**config.mk**
```make
export PLATFORM = sky130hd
export DESIGN_NAME = fetch_queue
export DESIGN_NICKNAME = d
export VERILOG_FILES = /design/src/rtl/fetch_queue_pkg.sv /design/src/rtl/fetch_fifo.sv /design/src/rtl/fetch_queue.sv
export SDC_FILE = /design/constraint.sdc
export NUM_CORES = 1
export LEC_CHECK = 0
export BUFFER_PORTS_ARGS = -buffer_cell sky130_fd_sc_hd__buf_2
export CAP_MARGIN = 25
export CORE_ASPECT_RATIO = 1.25
export CORE_UTILIZATION = 50
export DETAILED_ROUTE_END_ITERATION = 10
export PLACE_DENSITY = 0.82
export SLEW_MARGIN = 10
export SYNTH_ARGS = -nofsm -noshare
export SYNTH_HDL_FRONTEND = slang
export SYNTH_SLANG_ARGS = --single-unit
```
**constraint.sdc**
```tcl
create_clock -name clock -period 3.4 [get_ports clock]
set_clock_uncertainty 0.1 [all_clocks]
set_input_delay 0.68 -clock clock [delete_from_list [all_inputs] [get_ports clock]]
set_output_delay 0.68 -clock clock [all_outputs]
set_load 0.1 [all_outputs]
```
**src/rtl/fetch_queue_pkg.sv**
```systemverilog
// fetch_queue_pkg: shared defaults, queue-entry record and sizing helper for the fetch queue
package fetch_queue_pkg;
  localparam int XLEN_DEF = 32;
  localparam int AW_DEF = 8;
  localparam int DEPTH_DEF = 4;
  localparam int RESET_PC_DEF = 0;
  typedef struct packed {
    logic [XLEN_DEF-1:0] instr;
    logic [AW_DEF-1:0]   pc;
  } fq_entry_t;
  function automatic int lvl_w(input int depth);
    return $clog2(depth) + 1;
  endfunction
endpackage

```
**src/rtl/fetch_fifo.sv**
```systemverilog
// fetch_fifo: synchronous FIFO of fetched entries with flush and occupancy count
module fetch_fifo #(
  parameter int W = 40,
  parameter int DEPTH = 4
) (
  input  logic                     clock,
  input  logic                     clear,
  input  logic                     flush,
  input  logic                     push,
  input  logic                     pop,
  input  logic [W-1:0]             din,
  output logic [W-1:0]             dout,
  output logic                     valid,
  output logic [$clog2(DEPTH):0]   count
);
  localparam int PW = $clog2(DEPTH);
  logic [W-1:0]  r_mem [DEPTH];
  logic [PW-1:0] r_wr, r_rd;
  logic [PW:0]   r_cnt;
  logic          w_pop, w_push;
  assign w_pop = pop && (r_cnt != '0);
  assign w_push = push && ((r_cnt != (PW+1)'(DEPTH)) || w_pop);
  assign dout = r_mem[r_rd];
  assign valid = r_cnt != '0;
  assign count = r_cnt;
  // pointers and count; flush empties the queue in one edge
  always_ff @(posedge clock or posedge clear) begin
    if (clear) begin
      r_wr <= '0;
      r_rd <= '0;
      r_cnt <= '0;
    end else if (flush) begin
      r_wr <= '0;
      r_rd <= '0;
      r_cnt <= '0;
    end else begin
      r_wr <= w_push ? r_wr + 1'b1 : r_wr;
      r_rd <= w_pop ? r_rd + 1'b1 : r_rd;
      r_cnt <= r_cnt + (PW+1)'(w_push) - (PW+1)'(w_pop);
    end
  end
  // entry storage; contents are don't-care until counted in
  always_ff @(posedge clock) begin
    if (w_push && !flush) r_mem[r_wr] <= din;
  end
endmodule

```
**src/rtl/fetch_queue.sv**
```systemverilog
// fetch_queue: credit-based instruction fetch from synchronous RAM into a decode queue
module fetch_queue
  import fetch_queue_pkg::*;
#(
  parameter int XLEN = XLEN_DEF,
  parameter int AW = AW_DEF,
  parameter int DEPTH = DEPTH_DEF,
  parameter logic [AW-1:0] RESET_PC = AW'(RESET_PC_DEF)
) (
  input  logic                     clock,
  input  logic                     clear,
  output logic                     imem_en,
  output logic [AW-1:0]            imem_addr,
  input  logic [XLEN-1:0]          imem_rdata,
  input  logic                     redirect,
  input  logic [AW-1:0]            redirect_pc,
  input  logic                     id_ready,
  output logic                     id_valid,
  output logic [XLEN-1:0]          id_instr,
  output logic [AW-1:0]            id_pc,
  output logic [$clog2(DEPTH):0]   level
);
  localparam int LW = lvl_w(DEPTH);
  logic [AW-1:0]      r_pc, r_inflight_pc;
  logic               r_inflight;
  logic [LW:0]        w_used;
  logic               w_push, w_pop, w_valid;
  logic [XLEN+AW-1:0] w_head;
  // a slot is reserved for every request still in flight, so pushes never overflow
  assign w_used = {1'b0, level} + {{LW{1'b0}}, r_inflight};
  assign imem_en = !clear && !redirect && (w_used < (LW+1)'(DEPTH));
  assign imem_addr = r_pc;
  assign w_push = r_inflight && !redirect;
  assign w_pop = w_valid && id_ready && !redirect;
  assign id_valid = w_valid;
  assign {id_instr, id_pc} = w_valid ? w_head : '0;
  fetch_fifo #(.W(XLEN + AW), .DEPTH(DEPTH)) u_fifo (
    .clock (clock),
    .clear (clear),
    .flush (redirect),
    .push  (w_push),
    .pop   (w_pop),
    .din   ({imem_rdata, r_inflight_pc}),
    .dout  (w_head),
    .valid (w_valid),
    .count (level)
  );
  // fetch PC and in-flight tracking; redirect overrides issue and kills the pending response
  always_ff @(posedge clock or posedge clear) begin
    if (clear) begin
      r_pc <= RESET_PC;
      r_inflight <= 1'b0;
      r_inflight_pc <= '0;
    end else if (redirect) begin
      r_pc <= redirect_pc;
      r_inflight <= 1'b0;
    end else begin
      r_inflight <= imem_en;
      r_pc <= imem_en ? r_pc + 1'b1 : r_pc;
      r_inflight_pc <= imem_en ? r_pc : r_inflight_pc;
    end
  end
endmodule

```
---- Word level (Yosys, flattened, before mapping) ----
Memories as Yosys holds them, arrays and structs flattened.
Index checks and enable logic that the tools add are counted.
word-level totals
  output and inout bits ................... 53
  flip-flop bits (word level) ............. 24
  logic and storage cells ................. 43
  memories kept ........................... 1
  bits in writable memories ............... 160
memories
  memory        depth  bits a word  read ports  clocked after memory_dff  write ports  line              source
  u_fifo.r_mem  4      40           1           0                         1            fetch_fifo.sv:17  logic [W-1:0] r_mem [DEPTH];
cells by class
  mux-type cells .......................... 11
  bitwise logic cells ..................... 1
  reduce and logical (&&, ||, !) cells .... 16
  add/sub/neg operators ................... 6
  magnitude comparators ................... 1
  eq/ne operators ......................... 1
operators with widths
  kind                 count
  $mux 40              1
  $mux 8               2
  $add 8x1->8 const B  1
  $logic_and 1x1->1    8
  $mux 2               4
  $reduce_bool 2->1    3
  $add 2x1->2 const B  2
  $add 3x1->4          1
  $lt 4x3->1 const B   1
  $add 3x1->3          1
  $mux 1               3
  $mux 3               1
  $ne 3x3->1 const B   1
  $reduce_bool 3->1    1
  $sub 3x1->3          1
  $logic_not 1->1      2
  $reduce_and 2->1     1
  $logic_or 1x1->1     1
  $not 1->1            1

---- Depth between registers and ports, before layout ----
Gate-level depths: netlist of the first run.
  depth in word-level cells ............... 9
  gate-level depth with buffers ........... 11

---- Hierarchy ----
Synthesis of the first run repeated with hierarchy kept, for this count alone.
unflattened totals
  cell total of the unflattened synthesis .. 385
  area, all modules ....................... 7382.1 µm²
modules (own cells, without submodules)
  module       area each (µm²)  times used  seq. area each (µm²)  cells each
  fetch_fifo   6274.8           1           4979.8                256
  fetch_queue  1107.3           1           425.4                 129

---- Least setup slack after synthesis of the first run ----
Ideal clock, no wire load.
  path kind ............................... reg-to-output
  from .................................... reg u_fifo.r_cnt[1], in the netlist u_fifo.count[1]
  to ...................................... out id_instr[22]
  stages on the path, launching flop included .. 5
  setup slack ............................. -639 ps
  data arrival time ....................... 3259 ps
  cell sequence ........................... dfrtp_1 > or3_1 > clkbuf_1 > clkbuf_1 > and2_1
on the way
  longest elaborated chain between the ends .. 2
ends and longest elaborated chain
  what                    line               source
  from (decl)             fetch_fifo.sv:19   logic [PW:0] r_cnt;
  from (signal assigned)  fetch_fifo.sv:39   r_cnt <= r_cnt + (PW+1)'(w_push) - (PW+1)'(w_pop);
  $reduce_bool 3->1       fetch_fifo.sv:24   assign valid = r_cnt != '0;
  net id_valid            fetch_queue.sv:18  output logic id_valid,
  $mux 40                 fetch_queue.sv:36  assign {id_instr, id_pc} = w_valid ? w_head : '0;
  to (decl)               fetch_queue.sv:19  output logic [XLEN-1:0] id_instr,
The timed path passes the listed nets, and every way through them passes these cells.

---- Final worst setup path of the first run ----
  from .................................... reg u_fifo.r_rd[0]
  to ...................................... out id_instr[28]
on the way
  longest elaborated chain between the ends .. 2
ends and longest elaborated chain
  what                    line               source
  from (decl)             fetch_fifo.sv:18   logic [PW-1:0] r_wr, r_rd;
  from (signal assigned)  fetch_fifo.sv:38   r_rd <= w_pop ? r_rd + 1'b1 : r_rd;
  $mem_v2 4x40            n/a
  $mux 40                 fetch_queue.sv:36
Every way passes these cells.

==> results of run 1 <==
==> logic make-up after synthesis <==
group           after synthesis
fa+ha+maj                     9
compound gates               12
mux                          42
simple gates                110
buf+inv                      29
xor+xnor                      4
flops                       184
==> layer usage <==
layer	global-route usage [%]	wire length [um]	share of wire, %
met1	23.5	5120	40
met3	3.78	629	4.9
met4	6.73	110	0.87
met2	32.0	6850	54
met5	0	0	0
==> synth_stat cells (3+ instances only) <==
master	instances
inv_1	7
dfrtp_1	24
a32oi_1	4
buf_2	7
edfxtp_1	160
mux4_2	40
nand3b_1	5
buf_1	3
nand3_1	7
or3_1	5
and2_1	44
nand2_1	31
clkbuf_1	9
nor2_1	6
ha_1	8
==> power breakdown <==
| group | internal (mW) | switching, mW |
|---|---|---|
| registers | 2.64 | 0.135 |
| clock network | 1.04 | 0.857 |
| logic | 0.682 | 2.39 |
| total | 4.36 | 3.38 |
==> critical path, cell delays in order (launching register included) <==
cell	delay [ns]
dfrtp_2	0.40
buf_12	0.32
mux4_2	0.54
and2_2	0.21
buf_2	0.29
==> final cells by class <==
class / instances / area (um^2) / area share [%]
clock inverters: 15 / 156 / 1.81
multi-input cells: 177 / 1820 / 21.0
repair buffers: 106 / 606 / 6.99
flip-flops and latches: 184 / 5410 / 62.4
well taps: 178 / 223 / 2.57
inverters: 8 / 31.3 / 0.361
clock buffers: 17 / 425 / 4.91
==> flip-flops by register name, summed over array words and instances (netlist names) <==
register / flops
u_fifo.count: 3
imem_addr: 8
r_inflight_pc: 8
r_inflight: 1
u_fifo.r_mem: 160
u_fifo.r_rd: 2
u_fifo.r_wr: 2
==> path summary, 6_finish.rpt <==
check	start	slack, ns	to	cells past startpoint
min	imem_rdata[19]	0.37	u_fifo.r_mem[0][27]	1
max	u_fifo.r_rd[0]	0.42	id_instr[28]	4
max reg2reg	u_fifo.count[1]	1.02	imem_addr[2]	7
min reg2reg	r_inflight_pc[3]	0.42	u_fifo.r_mem[1][3]	0
max in group asynchronous	clear	2.21	u_fifo.r_rd[1]	2
min in group asynchronous	clear	0.39	r_inflight	2
==> per-stage QoR <==
stage / power (mW) / cell area (um^2) / utilization, %
after floorplan: 5.42 / 7350 / -
after global placement: 5.88 / 8080 / 56.3
after detailed placement: 5.93 / 8080 / 56.3
after CTS: 7.82 / 8660 / 60.4
after global routing: 8.05 / 8660 / 60.4
final: 7.74 / 8660 / 60.4
==> run_results.csv, run 1 <==
group,metric,value,unit
die,core,0.0143,mm^2
sta,setup-tns-final,0,ns
synthesis,synthMuxAreaShare,12.6,%
global_route,antenna_found_initial,0,
worst_hold_path,min_path_type,"in -> reg",
synthesis,synth_compound_area_share,1.33,%
pwr,power_density,893,mW/mm^2
global_route,grt_pass1_vias,3919,
route,via_per_inst,5.42,
global_route,grt_max_degree,43,
sta,finalSetupViolations,0,
flow_run,cap_violations,0,
clocking,cts-root-buf,"clkbuf_16",
route,wl_per_cell,18.6,um
synthesis,synth_top_cell_area_share,65.5,%
synthesis,avgSynthCellArea,18.8,um^2
cells_and_area,diodes,0,
route,drt.antenna.violating_nets,0,
die,num_rows,49,
worst_setup_path,criticalPathCategory,"reg -> out",
synthesis,async_reset_ff_share,13.0,%
clocking,cts_resized,0,
route,finalWirelength,12.7,mm
synthesis,synth_xor_xnor_area_share,0.477,%
route,drt-pass1-iter-count,5,
sta,hold_slack,0.370,ns
die,die_w,110,um
synthesis,synthAdderAreaFrac,1.64,%
sta,rsz0062_at_grt,"no",
sta,tightest_slew,0.882,ns
route,vias,3711,
place,place_hpwl,8.14,mm
cells_and_area,final_layout_size_suffix_gt1_share,39.4,%
clocking,clock_sinks,184,
die,dieArea,0.0152,mm^2
worst_setup_path,startpoint_type,"register",
die,io_pins,97,
worst_setup_path,critPathCaptureType,"output port",
die,floorplan.initialDensity,51.2,%
global_route,grt_pass1_wl,20.5,mm
cells_and_area,layout_common_cells,"160 x edfxtp_1, 96 x buf_2, 40 x mux4_2, 31 x nand2_1, 31 x and2_1",
synthesis,syn_nets,443,
synthesis,netlist_top_cells_area,"edfxtp_1 65%, mux4_2 12%, dfrtp_1 8.2%",
die,die-height,137,um
outcome,outcome,"finished, final reports clean",
global_route,grt_usage,18.7,%
sta,finalHoldViolations,0,
sta,relSlewSlack,41.2,%
clocking,cts_setup_buffers,0,
place,dp_cells,653,
synthesis,syn-cell-area,0.00734,mm^2
clocking,clock_latency,0.42,ns
clocking,h-tree-depth,4,
route,drc_errors,0,
sta,max_clock_freq,336,MHz
synthesis,synth_edf_count,160,
clocking,cts_tree,"done",
clocking,cts-buffers-inserted,17,
place,port_buffers,96,
synthesis,yosys.area_share.simple,8.51,%
sta,min_period,2.98,ns
cells_and_area,area_growth,18.1,%
place,dp_slack,0.616,ns
synthesis,ys_seq_area_share,73.7,%
worst_setup_path,crit_fanout,40,
clocking,clk_pin_slew,0.07,ns
cells_and_area,fin_cells,685,
cells_and_area,nets,547,
clocking,ctsHoldBuffers,0,
synthesis,ys_seq_elements,184,
sta,finalCritPeriodShare,87.6,%
clocking,cts_max_path_buffers,2,
global_route,gr-total-overflow,0,
route,drt_iter0_markers,215,
sta,drv_slew,0,
synthesis,synthFlopType,"edfxtp_1",
worst_setup_path,arrival,2.20,ns
synthesis,synth_largest_area_cell,"edfxtp_1",
synthesis,synth_top_family_by_area,"multiplexers",
pwr,p_leak,3.17,nW
cells_and_area,final_common_cell,"edfxtp_1",
worst_setup_path,required,2.62,ns
synthesis,ys_types,39,
cells_and_area,fill_cells,1042,
pwr,vdd_drop_max,0.516,mV
place,place_congestion,0.728,
synthesis,synthCells,390,
synthesis,yosysWarningCount,0,
sta,fin_ws,0.420,ns
Power figures use the tool's default switching activity.
==> inputs of run 2 (changes only) <==
--- a/config.mk
+++ b/config.mk
@@ -8,9 +8,9 @@
 export BUFFER_PORTS_ARGS = -buffer_cell sky130_fd_sc_hd__buf_2
 export CAP_MARGIN = 25
 export CORE_ASPECT_RATIO = 1.25
-export CORE_UTILIZATION = 50
+export CORE_UTILIZATION = 30
 export DETAILED_ROUTE_END_ITERATION = 10
-export PLACE_DENSITY = 0.82
+export PLACE_DENSITY = 0.58
 export SLEW_MARGIN = 10
 export SYNTH_ARGS = -nofsm -noshare
 export SYNTH_HDL_FRONTEND = slang
==> run_results.csv, run 2 (synthesis results as in run 1) <==
group,metric,value,unit
die,num_rows,63,
clocking,clock_latency,0.42,ns
pwr,power_density,899,mW/mm^2
global_route,gr-total-overflow,0,
route,wl_per_cell,16.8,um
global_route,grt_usage,11.9,%
flow_run,cap_violations,0,
outcome,outcome,"finished, final reports clean",
cells_and_area,final_common_cell,"edfxtp_1",
sta,min_period,3.06,ns
sta,hold_slack,0.163,ns
route,finalWirelength,14.0,mm
clocking,clock_sinks,184,
pwr,comb_power_share,42.3,%
clocking,cts-buffers-inserted,17,
pwr,seqPwrFrac,33.4,%
die,io_pins,97,
clocking,cts_resized,0,
global_route,grt_pass1_wl,22.2,mm
sta,fin_ws,0.343,ns
worst_setup_path,crit_fanout,15,
pwr,internal_power,4.79,mW
die,die-height,177,um
cells_and_area,diodes,0,
worst_setup_path,reg2reg_setup_slack,0.80,ns
route,drt_iter0_markers,193,
worst_setup_path,startpoint_type,"register",
worst_setup_path,criticalPathCategory,"reg -> out",
place,place_congestion,0.697,
clocking,h-tree-depth,4,
cells_and_area,largest-register,"u_fifo.r_mem",
worst_setup_path,required,2.62,ns
clocking,clk_pin_slew,0.07,ns
cells_and_area,final_layout_size_suffix_gt1_share,39.4,%
cells_and_area,fill_cells,2202,
die,core,0.0239,mm^2
clocking,cts_setup_buffers,0,
worst_setup_path,arrival,2.28,ns
worst_setup_path,critPathCaptureType,"output port",
worst_setup_path,reg2reg_from,"u_fifo.count[1]",
die,floorplan.initialDensity,30.7,%
die,die_w,142,um
cells_and_area,final_util,38.6,%
cells_and_area,layout_common_cells,"160 x edfxtp_1, 75 x buf_2, 40 x mux4_2, 31 x nand2_1, 31 x and2_1",
global_route,grt_max_degree,43,
clocking,cts_tree,"done",
sta,setup-tns-final,0,ns
global_route,antenna_found_initial,0,
pwr,p_leak,3.25,nW
worst_setup_path,timing.rr.end,"imem_addr[2]",
pwr,p_sw,3.51,mW
sta,finalHoldViolations,0,
sta,max_clock_freq,327,MHz
route,via_per_inst,4.52,
place,place_hpwl,8.48,mm
die,dieArea,0.0251,mm^2
sta,finalCritPeriodShare,89.9,%
clocking,ctsHoldBuffers,0,
place,port_buffers,96,
sta,rsz0062_at_grt,"no",
sta,finalSetupViolations,0,
sta,drv_slew,0,
global_route,grt_pass1_vias,4110,
pwr,clockPowerShare,24.2,%
cells_and_area,largest_register_ffs,160,
clocking,cts_max_path_buffers,2,
cells_and_area,nets,548,
route,drt-pass1-iter-count,4,
worst_hold_path,min_path_type,"in -> async",
route,drt.antenna.violating_nets,0,
pwr,swShare,42.3,%
sta,tightest_slew,0.646,ns
clocking,cts-root-buf,"clkbuf_16",
pwr,vdd_drop_max,0.340,mV
worst_setup_path,rr_worst_depth,7,
route,drc_errors,0,
route,vias,3769,
sta,relSlewSlack,57.0,%
place,dp_slack,0.541,ns
cells_and_area,area_growth,25.7,%
-- run 2: power by group through the flow --
stage          clock network (mW)  logic, mW  registers (mW)
5_1_grt                      2.15       3.67            2.79
2_1_floorplan                   0       2.45            2.97
3_3_place_gp                    0       3.55            2.81
3_5_place_dp                    0       3.56            2.82
6_report                     2.01       3.51            2.77
4_1_cts                      2.07       3.57            2.77
-- run 2: how the worst max path moves through the flow --
stage | start | to | depth (start not counted)
2_1_floorplan | u_fifo.count[1] | imem_en | 6
3_3_place_gp | redirect | imem_en | 5
3_5_place_dp | redirect | imem_en | 5
4_1_cts | u_fifo.r_rd[1] | id_instr[17] | 4
5_1_grt | u_fifo.count[1] | imem_en | 5
6_report | u_fifo.count[1] | imem_en | 5
-- run 2: per-stage QoR --
stage	instances	power [mW]	instance area (um^2)
3_3_place_gp	800	6.35	8600
4_1_cts	832	8.41	9210
2_1_floorplan	390	5.42	7350
6_report	833	8.29	9230
5_1_grt	833	8.61	9230
3_5_place_dp	800	6.39	8600
-- run 2: routing by layer --
layer	up-vias	wire length [um]	GRT usage, %
li1	1732	-	-
met1	1931	5870	14.1
met2	90	7320	20.8
met3	16	580	2.95
met4	0	185	4.61
met5	-	0	0
-- run 2: critical path: stages (launching register included) --
cell and delay [ns]:
dfrtp_1 0.48, ha_1 0.21, and3b_1 0.19, a22oi_2 0.53, inv_1 0.11, buf_2 0.32
-- run 2: cell type report --
class	instances	area [um^2]	share of cell area, %
Multi-Input combinational cell	177	1820	19.7
Tap cell	325	407	4.41
Sequential cell	184	5410	58.6
Inverter	8	31.3	0.339
Clock buffer	18	429	4.65
Clock inverter	14	186	2.02
Timing Repair Buffer	107	948	10.3
==> inputs of run 3 (changes only) <==
--- a/config.mk
+++ b/config.mk
@@ -5,6 +5,7 @@
 export SDC_FILE = /design/constraint.sdc
 export NUM_CORES = 1
 export LEC_CHECK = 0
+export ABC_AREA = 1
 export BUFFER_PORTS_ARGS = -buffer_cell sky130_fd_sc_hd__buf_2
 export CAP_MARGIN = 25
 export CORE_ASPECT_RATIO = 1.25
==> run_results.csv, run 3 <==
group,metric,value,unit
cells_and_area,final_layout_size_suffix_gt1_share,25.6,%
worst_setup_path,cp-startpoint,"u_fifo.r_rd[0]",
synthesis,netlist_top_cells_area,"edfxtp_1 64%, nor2_1 8.8%, dfrtp_1 8.0%",
outcome,outcome,"finished, final reports clean",
synthesis,async_reset_ff_share,13.0,%
worst_hold_path,min_path_type,"in -> async",
pwr,p_leak,3.61,nW
synthesis,synth_most_common_cell,"nor2_1",
global_route,grt_pass1_vias,4989,
cells_and_area,fin_cells,1081,
pwr,vdd_drop_max,0.680,mV
pwr,p_sw,4.29,mW
pwr,seqPwrFrac,29.5,%
sta,finalCritPeriodShare,91.7,%
global_route,grt_usage,14.0,%
pwr,power_density,930,mW/mm^2
global_route,grt_pass1_wl,26.6,mm
route,wl_met3,720,um
route,finalWirelength,16.6,mm
cells_and_area,area_growth,33.2,%
worst_setup_path,startpoint_type,"register",
clocking,cts-buffers-inserted,17,
route,drt_iter0_markers,306,
cells_and_area,final_common_cell,"nor2_1",
die,num_rows,64,
place,place_hpwl,9.66,mm
die,dieArea,0.0258,mm^2
synthesis,synth_edf_count,160,
cells_and_area,layout_common_cells,"172 x nor2_1, 160 x edfxtp_1, 78 x o21ai_0, 56 x buf_2, 53 x nand2_1",
synthesis,ys_types,21,
cells_and_area,fill_cells,2304,
route,vias,4920,
synthesis,ys_seq_elements,184,
clocking,ctsHoldBuffers,0,
synthesis,ys_seq_area_share,71.7,%
synthesis,avgSynthCellArea,11.7,um^2
sta,finalSetupViolations,0,
clocking,cts_tree,"done",
clocking,cts_resized,0,
cells_and_area,largest_register_ffs,160,
synthesis,synth_commonest_cells,"177 x nor2_1, 160 x edfxtp_1, 78 x o21ai_0, 54 x nand2_1, 43 x a21oi_1",
synthesis,syn-cell-area,0.00754,mm^2
route,wl_per_cell,15.3,um
sta,drv_slew,0,
route,drc_errors,0,
sta,tightest_slew,0.903,ns
worst_setup_path,reg2reg_from,"u_fifo.count[1]",
route,via_per_inst,4.55,
pwr,internal_power,5.05,mW
synthesis,syn_nets,698,
place,dp_slack,0.689,ns
sta,fin_ws,0.284,ns
worst_setup_path,criticalPathCategory,"reg -> out",
die,floorplan.initialDensity,30.7,%
global_route,antenna_found_initial,3,
route,top_layer_used,"met5",
route,drt-pass1-iter-count,4,
clocking,clk_pin_slew,0.06,ns
route,drt-met1-wl,6.93,mm
worst_setup_path,arrival,2.34,ns
cells_and_area,nets,790,
sta,min_period,3.12,ns
worst_setup_path,critPathCaptureType,"output port",
cells_and_area,largest-register,"u_fifo.r_mem",
clocking,clock_sinks,184,
synthesis,synth_largest_area_cell,"edfxtp_1",
route,wl_met2,8.61,mm
place,dp_cells,1047,
pwr,swShare,45.9,%
die,die_w,144,um
sta,max_clock_freq,321,MHz
die,die-height,179,um
synthesis,synth_top_cell_area_share,63.7,%
sta,rsz0062_at_grt,"no",
synthesis,yosysWarningCount,0,
clocking,clock_latency,0.42,ns
clocking,cts-root-buf,"clkbuf_16",
clocking,h-tree-depth,4,
sta,finalHoldViolations,0,
pwr,clockPowerShare,19.7,%
global_route,gr-total-overflow,0,
clocking,cts_max_path_buffers,2,
sta,relSlewSlack,39.8,%
die,core,0.0246,mm^2
synthesis,synthCells,645,
worst_setup_path,crit_fanout,81,
pwr,comb_power_share,50.8,%
synthesis,synthFlopType,"edfxtp_1",
route,drt.antenna.violating_nets,0,
clocking,cts_setup_buffers,0,
worst_setup_path,required,2.62,ns
flow_run,cap_violations,0,
place,place_congestion,0.755,
die,io_pins,97,
place,port_buffers,96,
global_route,grt_max_degree,82,
run 3: path summary, 6_finish.rpt:
check                      cells past startpoint  slack [ns]                 end
max in group asynchronous                      3        2.71      u_fifo.r_rd[1]
max                                            6        0.28         id_instr[1]
max reg2reg                                   11        1.12     u_fifo.count[2]
min reg2reg                                    0        0.42  u_fifo.r_mem[0][7]
min                                            2        0.09     u_fifo.count[2]
min in group clock                             3        0.37        imem_addr[5]
run 3: power groups by stage:
stage / logic (mW) / clock network, mW / registers (mW)
global route: 4.96 / 1.99 / 2.77
finish: 4.74 / 1.84 / 2.75
floorplan: 3.16 / 0 / 2.99
CTS: 4.80 / 1.89 / 2.75
global placement: 4.78 / 0 / 2.79
detailed placement: 4.79 / 0 / 2.80
run 3: metal layers:
layer | up-vias | track usage, %
met4 | 2 | 5.67
li1 | 2414 | -
met2 | 95 | 24.5
met3 | 22 | 3.61
met1 | 2387 | 16.3
met5 | - | 0
run 3: cell families after synthesis:
family / after synthesis / synth area share, %
buf+inv: 60 / 4.28
simple gates: 257 / 13.3
compound gates: 133 / 8.83
flops: 184 / 71.7
xor+xnor: 2 / 0.232
fa+ha+maj: 9 / 1.59
run 3: layout make-up:
class                      count  area (um^2)  area share [%]
sequential                   184         5410            53.9
tap                          330          413            4.11
multi-input combinational    401         2290            22.9
antenna                        1         2.50          0.0249
inverter                      25         96.3           0.960
timing repair buffer         108         1270            12.6
clock buffer                  20          468            4.66
clock inverter                12         88.8           0.885
run 3: metrics by stage:
step                TNS (ns)  instance area (um^2)  util, %  hold WS (ns)  power, mW
finish                     0                 10000     40.8        0.0914       9.33
global route               0                 10000     40.8        0.0841       9.72
CTS                        0                 10000     40.7         0.345       9.44
detailed placement         0                  9450     38.4         0.410       7.59
global placement           0                  9450     38.4         0.404       7.57
floorplan             -41.01                  7990        -         0.376       6.14
run 3: critical path, stage by stage, from the launching register on:
cell and delay [ns]:
dfrtp_2 0.36, buf_4 0.70, nor2_1 0.13, nor2_1 0.12, o21ai_0 0.16, a21oi_4 0.22, buf_12 0.19
